==> config.mk <==
export PLATFORM = sky130hd
export DESIGN_NAME = debounce_multi_hold
export DESIGN_NICKNAME = d
export VERILOG_FILES = /design/src/rtl/debounce_pkg.sv /design/src/rtl/debounce_channel.sv /design/src/rtl/debounce_multi_hold.sv
export SDC_FILE = /design/constraint.sdc
export NUM_CORES = 1
export LEC_CHECK = 0
export CORE_AREA = 8 8 152 154
export DETAILED_ROUTE_END_ITERATION = 12
export DIE_AREA = 0 0 160 162
export PLACE_DENSITY = 0.71
export SYNTH_ARGS = -nofsm -noshare
export SYNTH_HDL_FRONTEND = slang
export SYNTH_SLANG_ARGS = --single-unit
==> constraint.sdc <==
create_clock -name clk -period 6.4 [get_ports clk]
set_input_delay 0.96 -clock clk [delete_from_list [all_inputs] [get_ports clk]]
set_output_delay 0.96 -clock clk [all_outputs]
set_load 0.01 [all_outputs]
==> src/rtl/debounce_pkg.sv <==
// -----------------------------------------------------------------------------
// debounce_pkg
//   Shared definitions for the multi-channel button conditioner.
//   - hold_state_t : per-channel hold FSM encoding (IDLE / HOLD / LONG)
//   - max3         : largest of three cycle counts
//   - cnt_width    : counter width able to hold values up to max_cyc-1,
//                    never narrower than one bit
// -----------------------------------------------------------------------------
package debounce_pkg;

    typedef enum logic [1:0] {
        IDLE = 2'd0,
        HOLD = 2'd1,
        LONG = 2'd2
    } hold_state_t;

    function automatic int max3(input int a, input int b, input int c);
        int m;
        m = a;
        if (b > m) m = b;
        if (c > m) m = c;
        return m;
    endfunction

    // The counters only ever hold values in 0..max_cyc-1, so $clog2 of the
    // largest count is enough; clamping to 2 keeps the width at least 1.
    function automatic int cnt_width(input int max_cyc);
        int m;
        m = (max_cyc < 2) ? 2 : max_cyc;
        return $clog2(m);
    endfunction

endpackage

==> src/rtl/debounce_channel.sv <==
// -----------------------------------------------------------------------------
// debounce_channel
//   One button channel: 2-flop synchroniser with polarity correction,
//   counter-based debounce, press/release edge pulses and a hold FSM that
//   produces a single long-press pulse followed by periodic repeat pulses.
//
// Ports
//   clk            in   system clock
//   rst            in   synchronous reset, active-high
//   btn_in         in   raw asynchronous button pin
//   btn_level      out  debounced level, 1 = pressed
//   press_pulse    out  1-cycle pulse in the first cycle btn_level is 1
//   release_pulse  out  1-cycle pulse in the first cycle btn_level is 0
//   long_pulse     out  1-cycle pulse after LONG_CYC held cycles, once per press
//   repeat_pulse   out  1-cycle pulse every RPT_CYC cycles while in LONG
// -----------------------------------------------------------------------------
module debounce_channel
    import debounce_pkg::*;
#(
    parameter bit ACTIVE_LOW = 1'b1,
    parameter int DB_CYC     = 1_000_000,
    parameter int LONG_CYC   = 50_000_000,
    parameter int RPT_CYC    = 10_000_000
) (
    input  logic clk,
    input  logic rst,
    input  logic btn_in,
    output logic btn_level,
    output logic press_pulse,
    output logic release_pulse,
    output logic long_pulse,
    output logic repeat_pulse
);

    localparam int CNT_W = cnt_width(max3(DB_CYC, LONG_CYC, RPT_CYC));
    localparam logic [CNT_W-1:0] DB_LAST   = CNT_W'(DB_CYC - 1);
    localparam logic [CNT_W-1:0] LONG_LAST = CNT_W'(LONG_CYC - 1);
    localparam logic [CNT_W-1:0] RPT_LAST  = CNT_W'((RPT_CYC > 0) ? (RPT_CYC - 1) : 0);
    localparam bit               RPT_ON    = (RPT_CYC > 0);

    logic              pin_pressed;
    logic              sync_q1;
    logic              sync_q2;
    logic              level_q;
    logic [CNT_W-1:0]  db_cnt_q;
    logic              press_q;
    logic              release_q;
    logic              mismatch;
    logic              accept;
    logic              press_evt;
    logic              release_evt;

    hold_state_t       state_q;
    hold_state_t       state_d;
    logic [CNT_W-1:0]  hold_cnt_q;
    logic [CNT_W-1:0]  hold_cnt_d;
    logic              long_q;
    logic              long_d;
    logic              repeat_q;
    logic              repeat_d;

    // Polarity is folded in ahead of the first flop so everything downstream
    // works in "1 = pressed" terms and reset can load the released value 0.
    assign pin_pressed = ACTIVE_LOW ? ~btn_in : btn_in;

    // Two-flop synchroniser for the asynchronous pin.
    always_ff @(posedge clk) begin
        if (rst) begin
            sync_q1 <= 1'b0;
            sync_q2 <= 1'b0;
        end else begin
            sync_q1 <= pin_pressed;
            sync_q2 <= sync_q1;
        end
    end

    // A change is accepted only after DB_CYC consecutive mismatching cycles;
    // the event signals are shared with the hold FSM so that it moves in the
    // same edge as btn_level.
    assign mismatch    = (sync_q2 != level_q);
    assign accept      = mismatch && (db_cnt_q == DB_LAST);
    assign press_evt   = accept &&  sync_q2;
    assign release_evt = accept && !sync_q2;

    // Debounce counter, debounced level and the registered edge pulses.
    // Any matching cycle clears the counter, discarding short glitches.
    always_ff @(posedge clk) begin
        if (rst) begin
            level_q   <= 1'b0;
            db_cnt_q  <= '0;
            press_q   <= 1'b0;
            release_q <= 1'b0;
        end else begin
            press_q   <= press_evt;
            release_q <= release_evt;
            if (accept) begin
                level_q  <= sync_q2;
                db_cnt_q <= '0;
            end else if (mismatch) begin
                db_cnt_q <= db_cnt_q + 1'b1;
            end else begin
                db_cnt_q <= '0;
            end
        end
    end

    // Hold FSM state, hold counter and registered long/repeat pulses.
    always_ff @(posedge clk) begin
        if (rst) begin
            state_q    <= IDLE;
            hold_cnt_q <= '0;
            long_q     <= 1'b0;
            repeat_q   <= 1'b0;
        end else begin
            state_q    <= state_d;
            hold_cnt_q <= hold_cnt_d;
            long_q     <= long_d;
            repeat_q   <= repeat_d;
        end
    end

    // Next-state logic. A release wins over everything, which is what keeps
    // long/repeat pulses out of the release cycle. Leaving LONG only happens
    // on release, so long_pulse can fire at most once per press.
    always_comb begin
        state_d    = state_q;
        hold_cnt_d = hold_cnt_q;
        long_d     = 1'b0;
        repeat_d   = 1'b0;

        if (release_evt) begin
            state_d    = IDLE;
            hold_cnt_d = '0;
        end else begin
            case (state_q)
                IDLE: begin
                    hold_cnt_d = '0;
                    if (press_evt) begin
                        state_d = HOLD;
                    end
                end
                HOLD: begin
                    if (hold_cnt_q == LONG_LAST) begin
                        long_d     = 1'b1;
                        state_d    = LONG;
                        hold_cnt_d = '0;
                    end else begin
                        hold_cnt_d = hold_cnt_q + 1'b1;
                    end
                end
                LONG: begin
                    if (RPT_ON) begin
                        if (hold_cnt_q == RPT_LAST) begin
                            repeat_d   = 1'b1;
                            hold_cnt_d = '0;
                        end else begin
                            hold_cnt_d = hold_cnt_q + 1'b1;
                        end
                    end else begin
                        hold_cnt_d = '0;
                    end
                end
                default: begin
                    state_d    = IDLE;
                    hold_cnt_d = '0;
                end
            endcase
        end
    end

    assign btn_level     = level_q;
    assign press_pulse   = press_q;
    assign release_pulse = release_q;
    assign long_pulse    = long_q;
    assign repeat_pulse  = repeat_q;

endmodule

==> src/rtl/debounce_multi_hold.sv <==
// -----------------------------------------------------------------------------
// debounce_multi_hold
//   N-channel button conditioner. Each bit of btn_in is handled by its own,
//   fully independent debounce_channel; outputs are bit-aligned with btn_in.
//
// Ports
//   clk            in   system clock
//   rst            in   synchronous reset, active-high
//   btn_in         in   [N_CH] raw asynchronous button pins
//   btn_level      out  [N_CH] debounced level, 1 = pressed
//   press_pulse    out  [N_CH] 1-cycle pulse on debounced press
//   release_pulse  out  [N_CH] 1-cycle pulse on debounced release
//   long_pulse     out  [N_CH] 1-cycle pulse once per press after LONG_CYC
//   repeat_pulse   out  [N_CH] 1-cycle pulse every RPT_CYC cycles in LONG
// -----------------------------------------------------------------------------
module debounce_multi_hold
    import debounce_pkg::*;
#(
    parameter int N_CH       = 4,
    parameter bit ACTIVE_LOW = 1'b1,
    parameter int DB_CYC     = 1_000_000,
    parameter int LONG_CYC   = 50_000_000,
    parameter int RPT_CYC    = 10_000_000
) (
    input  logic            clk,
    input  logic            rst,
    input  logic [N_CH-1:0] btn_in,
    output logic [N_CH-1:0] btn_level,
    output logic [N_CH-1:0] press_pulse,
    output logic [N_CH-1:0] release_pulse,
    output logic [N_CH-1:0] long_pulse,
    output logic [N_CH-1:0] repeat_pulse
);

    // One channel per button; no state is shared between channels.
    for (genvar i = 0; i < N_CH; i++) begin : g_ch
        debounce_channel #(
            .ACTIVE_LOW (ACTIVE_LOW),
            .DB_CYC     (DB_CYC),
            .LONG_CYC   (LONG_CYC),
            .RPT_CYC    (RPT_CYC)
        ) u_ch (
            .clk           (clk),
            .rst           (rst),
            .btn_in        (btn_in[i]),
            .btn_level     (btn_level[i]),
            .press_pulse   (press_pulse[i]),
            .release_pulse (release_pulse[i]),
            .long_pulse    (long_pulse[i]),
            .repeat_pulse  (repeat_pulse[i])
        );
    end

endmodule

# == After elaboration in Yosys (flattened, before gate mapping) ==
# Index checks and enable logic that the tools add are counted.
# totals
ff_bits,244
output_inout_bits,20
word_cells,168
# op_classes
eq_ne,32
mux,32
reduce_logical,40
bitwise,16
addsub,8
# ops
operator,n
26-bit by 1-bit adder with 26-bit output (second input constant),8
26-bit two-way mux,8
26-bit one-hot mux with 2 select lines,4
26-bit by 20-bit == test with 1-bit output (second input constant),4
26-bit by 24-bit == test with 1-bit output (second input constant),4
26-bit == test (second input constant),4
3-bit OR reduction,12
2-bit one-hot mux with 3 select lines,4
2-bit two-way mux,8
2-bit by 1-bit != test with 1-bit output (second input constant),8
1-bit inverter,16
1-bit logical AND,12
3-bit AND reduction,4
2-bit by 1-bit == test with 1-bit output (second input constant),4
2-bit == test (second input constant),4
2-bit zero test,4
1-bit two-way mux,8
2-bit OR reduction,4
1-bit zero test,4
1-bit != test,4

# == Longest topological paths before layout ==
# Gate-level depths: netlist of the first run.
# logic_depth
ltp_word,5
mapped_depth,8
mapped_depth_nobuf,7

# == Cells and area by module ==
# A second synthesis of the first run with hierarchy kept.
# hier_totals
cells_unflattened,1245
area_unflattened_um2,11193.2
# modules_own_cells
mod,cells_each,instances,area_per_inst_um2
debounce_channel (g_ch[0].u_ch ...),308,3,2796.4
debounce_channel (g_ch[3].u_ch),321,1,2803.9

# == Least setup slack after synthesis of the first run ==
# No wires, ideal clock.
# synth_path
path_kind,register to register
from,register g_ch[0].u_ch.hold_cnt_q[0]
to,register g_ch[0].u_ch.hold_cnt_q[2]
slack_ns,4.331
required_ns,6.285
arrival_ns,1.954
path_buffers,1
setup_time_ns,0.115
stages_incl_launch_ff,8
path_cell_list,dfxtp_1 > ha_1 > or4b_4 > nor4_4 > a21boi_2 > o211ai_2 > buf_6 > nor2_1
# synth_via
elab_chain_len,3
elab_cells_between_ends,6
# synth_lines
element,line,rtl
start: declaration,debounce_channel.sv:55,logic [CNT_W-1:0] hold_cnt_q;
start signal: assignment,debounce_channel.sv:116,hold_cnt_q <= hold_cnt_d;
"26-bit by 1-bit adder with 26-bit output, or another cell as far along","debounce_channel.sv:148, debounce_channel.sv:157",
"26-bit two-way mux, on equally long branches","debounce_channel.sv:153, debounce_channel.sv:143",
26-bit one-hot mux with 2 select lines *,debounce_channel.sv:135,case (state_q)
# Every way passes the cells marked *; elsewhere a longest branch is shown, timed or not.
# A chain may end at the register's enable or synchronous reset.

# == Final worst setup path of the first run ==
# layout_path
from,register g_ch[0].u_ch.hold_cnt_q[0]
to,register g_ch[0].u_ch.hold_cnt_q[9]
# Same word-level chain as after synthesis.

==> results of run 1 <==
-- final cells by class --
cell class              instances  area share (%)
clock buffers                  34           6.023
clock inverters                10           1.016
inverters                      45           1.371
multi-input cells             937           46.99
flip-flops and latches        244           39.65
well taps                     275           2.793
repair buffers                 27           2.153
-- flip-flops by register name, indices dropped and copies added (netlist names) --
register                 flops
g_ch.u_ch.long_pulse         4
g_ch.u_ch.hold_cnt_q       104
g_ch.u_ch.btn_level          4
g_ch.u_ch.sync_q1            4
g_ch.u_ch.release_pulse      4
g_ch.u_ch.sync_q2            4
g_ch.u_ch.press_pulse        4
g_ch.u_ch.repeat_pulse       4
g_ch.u_ch.state_q            8
g_ch.u_ch.db_cnt_q         104
-- layer usage --
layer / vias up / global-route usage [%] / part of all wire [%]
met1: 3955 / 20.92 / 49
met5: - / 0 / 0
li1: 4356 / - / -
met2: 93 / 28.00 / 46
met4: 0 / 3.951 / 1.6
met3: 29 / 3.138 / 3.5
-- power groups by stage --
stage                     combinational (mW)  sequential [mW]  clock (mW)
final                                 0.0296             1.53        1.51
after global routing                  0.0333             1.53        1.62
after CTS                             0.0298             1.53        1.55
after detailed placement              0.0297             1.56           0
after global placement                0.0291             1.56           0
after floorplan                       0.0219             1.56           0
-- worst max-delay path: cells and delay by family, from the launching register on --
| family | cells | cell delay [ns] |
|---|---|---|
| AOI/OAI and AO/OA | 2 | 1.01 |
| and+or+nand+nor | 3 | 0.98 |
| adders and majority gates | 1 | 0.19 |
| DFF | 1 | 0.39 |
-- cells by family (layout without fill, tap and decap cells) --
logic type / Yosys count / in the layout / share of synthesized area, %
compound gates: 36 / 36 / 2.714
fa+ha+maj: 24 / 24 / 2.681
mux: 3 / 3 / 0.2681
simple gates: 679 / 679 / 30.76
xor+xnor: 195 / 195 / 15.25
buf+inv: 102 / 116 / 4.725
flops: 244 / 244 / 43.61
-- synthesized netlist by cell type, types with 3 or more instances --
cell type,instances
and2_1,7
o21a_1,3
buf_2,9
o31ai_1,4
or4_1,3
a31oi_1,4
xor2_1,82
nand2_1,70
dfxtp_1,244
nor2b_1,7
buf_6,6
nand4bb_1,3
or3_1,4
nor4bb_1,4
mux2i_1,3
inv_1,45
nor4_1,22
and4_1,19
o211ai_2,3
nand3_1,89
a21oi_1,5
nor3_1,70
nor2_1,252
buf_4,24
clkbuf_1,17
nor4_2,3
nand4b_1,7
xnor2_1,113
nor4b_1,11
ha_1,24
and3_1,45
nand4_1,50
-- worst paths after layout --
path,end,depth (start not counted)
setup reg to reg,g_ch[0].u_ch.hold_cnt_q[9],6
hold / removal,g_ch[3].u_ch.db_cnt_q[0],1
hold reg to reg,g_ch[3].u_ch.db_cnt_q[0],1
setup / recovery,g_ch[0].u_ch.hold_cnt_q[9],6
-- layout by cell type (no fill, tap or decap), types with 5 or more instances in the layout --
cell and n:
xor2_1 82, clkdlybuf4s50_1 25, clkinv_2 7, and2_1 7, ha_1 24, nand4b_1 7
dfxtp_1 244, nor3_1 70, nor4b_1 11, inv_1 45, a21oi_1 5, nor2_1 252
clkbuf_16 27, nor2b_1 7, nor4_1 22, and3_1 45, nand3_1 89, xnor2_1 113
and4_1 19, nand4_1 50, nand2_1 70
-- through the flow --
stage	setup WS (ns)	hold WS (ns)	utilization [%]
finish	3.662	0.4407	59.54
floorplan	4.331	0.4129	-
detailed placement	3.452	0.4334	55.35
global placement	3.542	0.4210	55.35
CTS	3.613	0.4416	59.54
global route	3.387	0.4576	59.54
==> results.ini, run 1 <==
[pwr]
switching_share_pct = 19.68
leakagePower_nw = 3.868
power.sequential.fraction_pct = 49.8
power_mw = 3.066
clockPowerShare_pct = 49.3
peakVddDrop_uv = 225.1
internal_power_mw = 2.462
p_per_area_nw_per_um2 = 248.9
p_switching_mw = 0.6034
p_comb_share_pct = 1.0

[detailed_routing]
drc_errors = 0
wl_per_cell_microns = 13.40
drt_iter0_drc = 359
drtAntennaViolNets = 0
vias = 8433
via_per_inst = 5.365
drt_wl_total_mm = 21.06
firstDrtPassIters = 4

[floorplanning]
ios = 26
coreArea_sq_um = 20690
die_w_microns = 160
initial_utilization_pct = 54.14
dieArea_sq_um = 25920
row_count = 53
die_h_microns = 162

[final_layout]
layout-drive-gt1-share_pct = 4.626
fin_area_sq_um = 12320
diodes = 0
multiInputGateArea_sq_um = 5788
final_cells = 1572
layout.nets = 1311
seqCellArea_sq_um = 4885
area_growth_pct = 9.963
fillers = 1804

[timing]
maxSlewHeadroom_pct = 26.40
tightest_slew_ns = 1.101
finalMaxSlewViolations = 0
hold_viol = 0
fin_crit_ns = 2.738
max_freq_ghz = 0.3652
finalCritPeriodShare_pct = 42.78
clock_skew_ns = 0.008157
finalSetupViolations = 0
setup_tns_ns = 0
rsz0062_at_grt = no

[critical_path]
arrival_ns = 3.09
rr_startpoint = g_ch[0].u_ch.hold_cnt_q[0]
r2r_slack_ns = 3.66
crit_path_start = g_ch[0].u_ch.hold_cnt_q[0]
critPathSlowestCell = o211ai_2
critical_path.max_fanout = 26
worstSetupPathType = reg -> reg
crit_chain = ha_1 -> or4b_4 -> nor4_4 -> a21boi_2 -> o211ai_2 -> nor2_1
cp_slowest_stage_delay_ns = 0.87
cp-start-kind = flip-flop
required_ns = 6.76
setup.worst_path.end_class = flip-flop

[clocking]
cts_tree = done
clock_path_buffers = 3
clock_latency_ns = 0.52
clk_pin_slew_ns = 0.06
htreeDepth = 1
hold_buffers = 0
cts_inserted_buffers = 26
postCtsSetupBuffers = 0
cts_root_buf = clkbuf_16
cts.sinks = 244
cts_resized = 0

[logic_synthesis]
synth_edf_count = 0
synth_top_area_share_pct = 43.61
avgSynthCellArea_sq_um = 8.731
syn-cell-area_sq_um = 11200
async_reset_ff_share_pct = 0
synth_top_area_cell = dfxtp_1
syn_nets = 1313
ys_seq_area_share_pct = 43.61
synth_area_leaders = dfxtp_1 (44%), xnor2_1 (8.8%), nor2_1 (8.4%)
ys_ff_latch = 244
synth_flop_cell = dfxtp_1
ys_warn_count = 0
synth_cell_types = 58
synthCells = 1283

[global_routing]
grtUsageTotal_pct = 16.36
antenna_found_initial = 0
grt_pass1_wl_mm = 37.16
first_global_vias = 8052
overflow = 0
grt_max_degree = 27

[worst_hold_path]
worstHoldPathType = reg -> reg
worstHoldStart = g_ch[3].u_ch.db_cnt_q[0]

[run_status]
status = complete, no violations

[placement]
dp_hpwl_mm = 14.15
dpl_cell_area_sq_um = 11450
port_buffers = 25
gp_congestion = 0.8068
dp_cells = 1528

[flow_run]
drv_cap = 0

No activity file was read; power rests on OpenSTA's default activity.
==> inputs of run 2 (changes only) <==
- PLACE_DENSITY: 0.71 -> 0.74
- clock period: 6.4 -> 2.5 ns (I/O delays scaled with it)
==> run 2 against run 1 <==
  * First-iteration DRC count grew 23%
  * Die area is the same
  * Critical path depth grew 1
  * Fmax rose by 25%
  * Via count increased by 1.8%
  * Flip-flop and latch count is the same
  * Final area grew 1.6%
  * Clock skew is essentially flat
  * Sequential power rose to 2.6 times the previous value
==> results.ini, run 2 (synthesized netlist as in run 1, its figures left out) <==
[timing]
fin_crit_ns = 2.185
maxSlewHeadroom_pct = 65.68
hold_viol = 0
rsz0062_at_grt = no
finalSetupViolations = 0
finalCritPeriodShare_pct = 87.40
finalMaxSlewViolations = 0
setup_tns_ns = 0
max_freq_ghz = 0.4577
tightest_slew_ns = 0.5109
clock_skew_ns = 0.007733

[detailed_routing]
drt_wl_total_mm = 21.33
drtAntennaViolNets = 0
via_per_inst = 5.395
firstDrtPassIters = 4
drc_errors = 0
vias = 8583
wl_per_cell_microns = 13.40
drt_iter0_drc = 441

[pwr]
leakagePower_nw = 3.979
peakVddDrop_uv = 553.1
p_per_area_nw_per_um2 = 654.2

[floorplanning]
initial_utilization_pct = 54.14
dieArea_sq_um = 25920
die_h_microns = 162
row_count = 53
die_w_microns = 160
ios = 26
coreArea_sq_um = 20690

[clocking]
cts_tree = done
clock_latency_ns = 0.53
cts.sinks = 244
hold_buffers = 0
cts_root_buf = clkbuf_16
htreeDepth = 1
postCtsSetupBuffers = 0
cts_inserted_buffers = 26
clock_path_buffers = 3
clk_pin_slew_ns = 0.06
cts_resized = 0

[critical_path]
arrival_ns = 2.59
critical_path.max_fanout = 26
cp-start-kind = flip-flop
critPathSlowestCell = or4b_4
setup.worst_path.end_class = flip-flop
crit_chain = ha_1 -> or4b_4 -> nor4_4 -> a31oi_1 -> o211ai_2 -> buf_4 -> nor2_1
required_ns = 2.91
cp_slowest_stage_delay_ns = 0.47
worstSetupPathType = reg -> reg

[final_layout]
layout_common_cells = nor2_1 (252), dfxtp_1 (244), xnor2_1 (113), nand3_1 (89), xor2_1 (82)
reg.largest.list = g_ch.u_ch.db_cnt_q: 104 flops, g_ch.u_ch.hold_cnt_q: 104 flops, g_ch.u_ch.state_q: 8 flops
fin_area_sq_um = 12520
diodes = 0
layout_commonest_cell = nor2_1
layout.nets = 1327
layout-drive-gt1-share_pct = 5.927
area_growth_pct = 11.75

[run_status]
status = complete, no violations

[global_routing]
antenna_found_initial = 0
first_global_vias = 8026
grtUsageTotal_pct = 16.29
overflow = 0
grt_max_degree = 27
grt_pass1_wl_mm = 37.03

[placement]
dpl_cell_area_sq_um = 11570
dp_hpwl_mm = 14.44
port_buffers = 25
gp_congestion = 0.8164

[flow_run]
drv_cap = 0

[worst_hold_path]
worstHoldPathType = in -> reg

-- run 2: cell count changes in the layout (fill, tap and decap cells not counted) --
cell       change
buf_4         +16
clkbuf_1       +1
bufinv_16      +3
clkbuf_8       -1
-- run 2: layout make-up --
class | count | area, sq um
clock inverters | 13 | 215.2
well taps | 275 | 344.1
inverters | 45 | 168.9
clock buffers | 34 | 732.0
flip-flops and latches | 244 | 4885
fillers | 1797 | 8172
multi-input cells | 937 | 5788
repair buffers | 43 | 385.4
-- run 2: routing by layer --
layer | vias to the layer above | GRT usage, % | part of all wire (%)
met3 | 45 | 2.658 | 3.8
met4 | 0 | 5.438 | 2.5
met2 | 138 | 27.21 | 46
met5 | - | 0 | 0
met1 | 4012 | 21.11 | 48
li1 | 4388 | - | -
-- run 2: power breakdown --
part	total (mW)	switching [mW]	internal [mW]	leakage [nW]
Combinational	0.0833	0.0496	0.0337	1.54
Sequential	3.91	0.00753	3.90	1.97
Clock	4.20	1.53	2.67	0.471
Total	8.19	1.59	6.60	3.98
-- run 2: worst paths after layout --
kind,start,end,slack (ns),cells after the start
min reg2reg,g_ch[2].u_ch.sync_q1,g_ch[2].u_ch.sync_q2,0.43,1
max,g_ch[0].u_ch.hold_cnt_q[0],g_ch[0].u_ch.hold_cnt_q[16],0.32,7
min,btn_in[0],g_ch[0].u_ch.sync_q1,0.37,2
max reg2reg,g_ch[0].u_ch.hold_cnt_q[0],g_ch[0].u_ch.hold_cnt_q[16],0.32,7
-- run 2: critical path, delay by kind of cell, from the launching register on --
kind                     cells  cell delay [ns]
AO/OA/AOI/OAI                2             0.30
adder cells (fa/ha/maj)      1             0.17
buffers and inverters        1             0.29
flip-flops                   1             0.39
AND/OR/NAND/NOR              3             0.90
-- run 2: through the flow --
stage	instances	utilization, %	worst slack (ns)	hold WS [ns]	total power, mW
2_1_floorplan	1283	-	0.4313	0.4129	4.046
3_3_place_gp	1544	55.93	0.3753	0.4207	4.074
3_5_place_dp	1544	55.93	0.3075	0.4239	4.075
4_1_cts	1591	60.50	0.2943	0.3568	8.283
5_1_grt	1591	60.50	0.08480	0.3800	8.444
6_report	1591	60.50	0.3151	0.3683	8.190
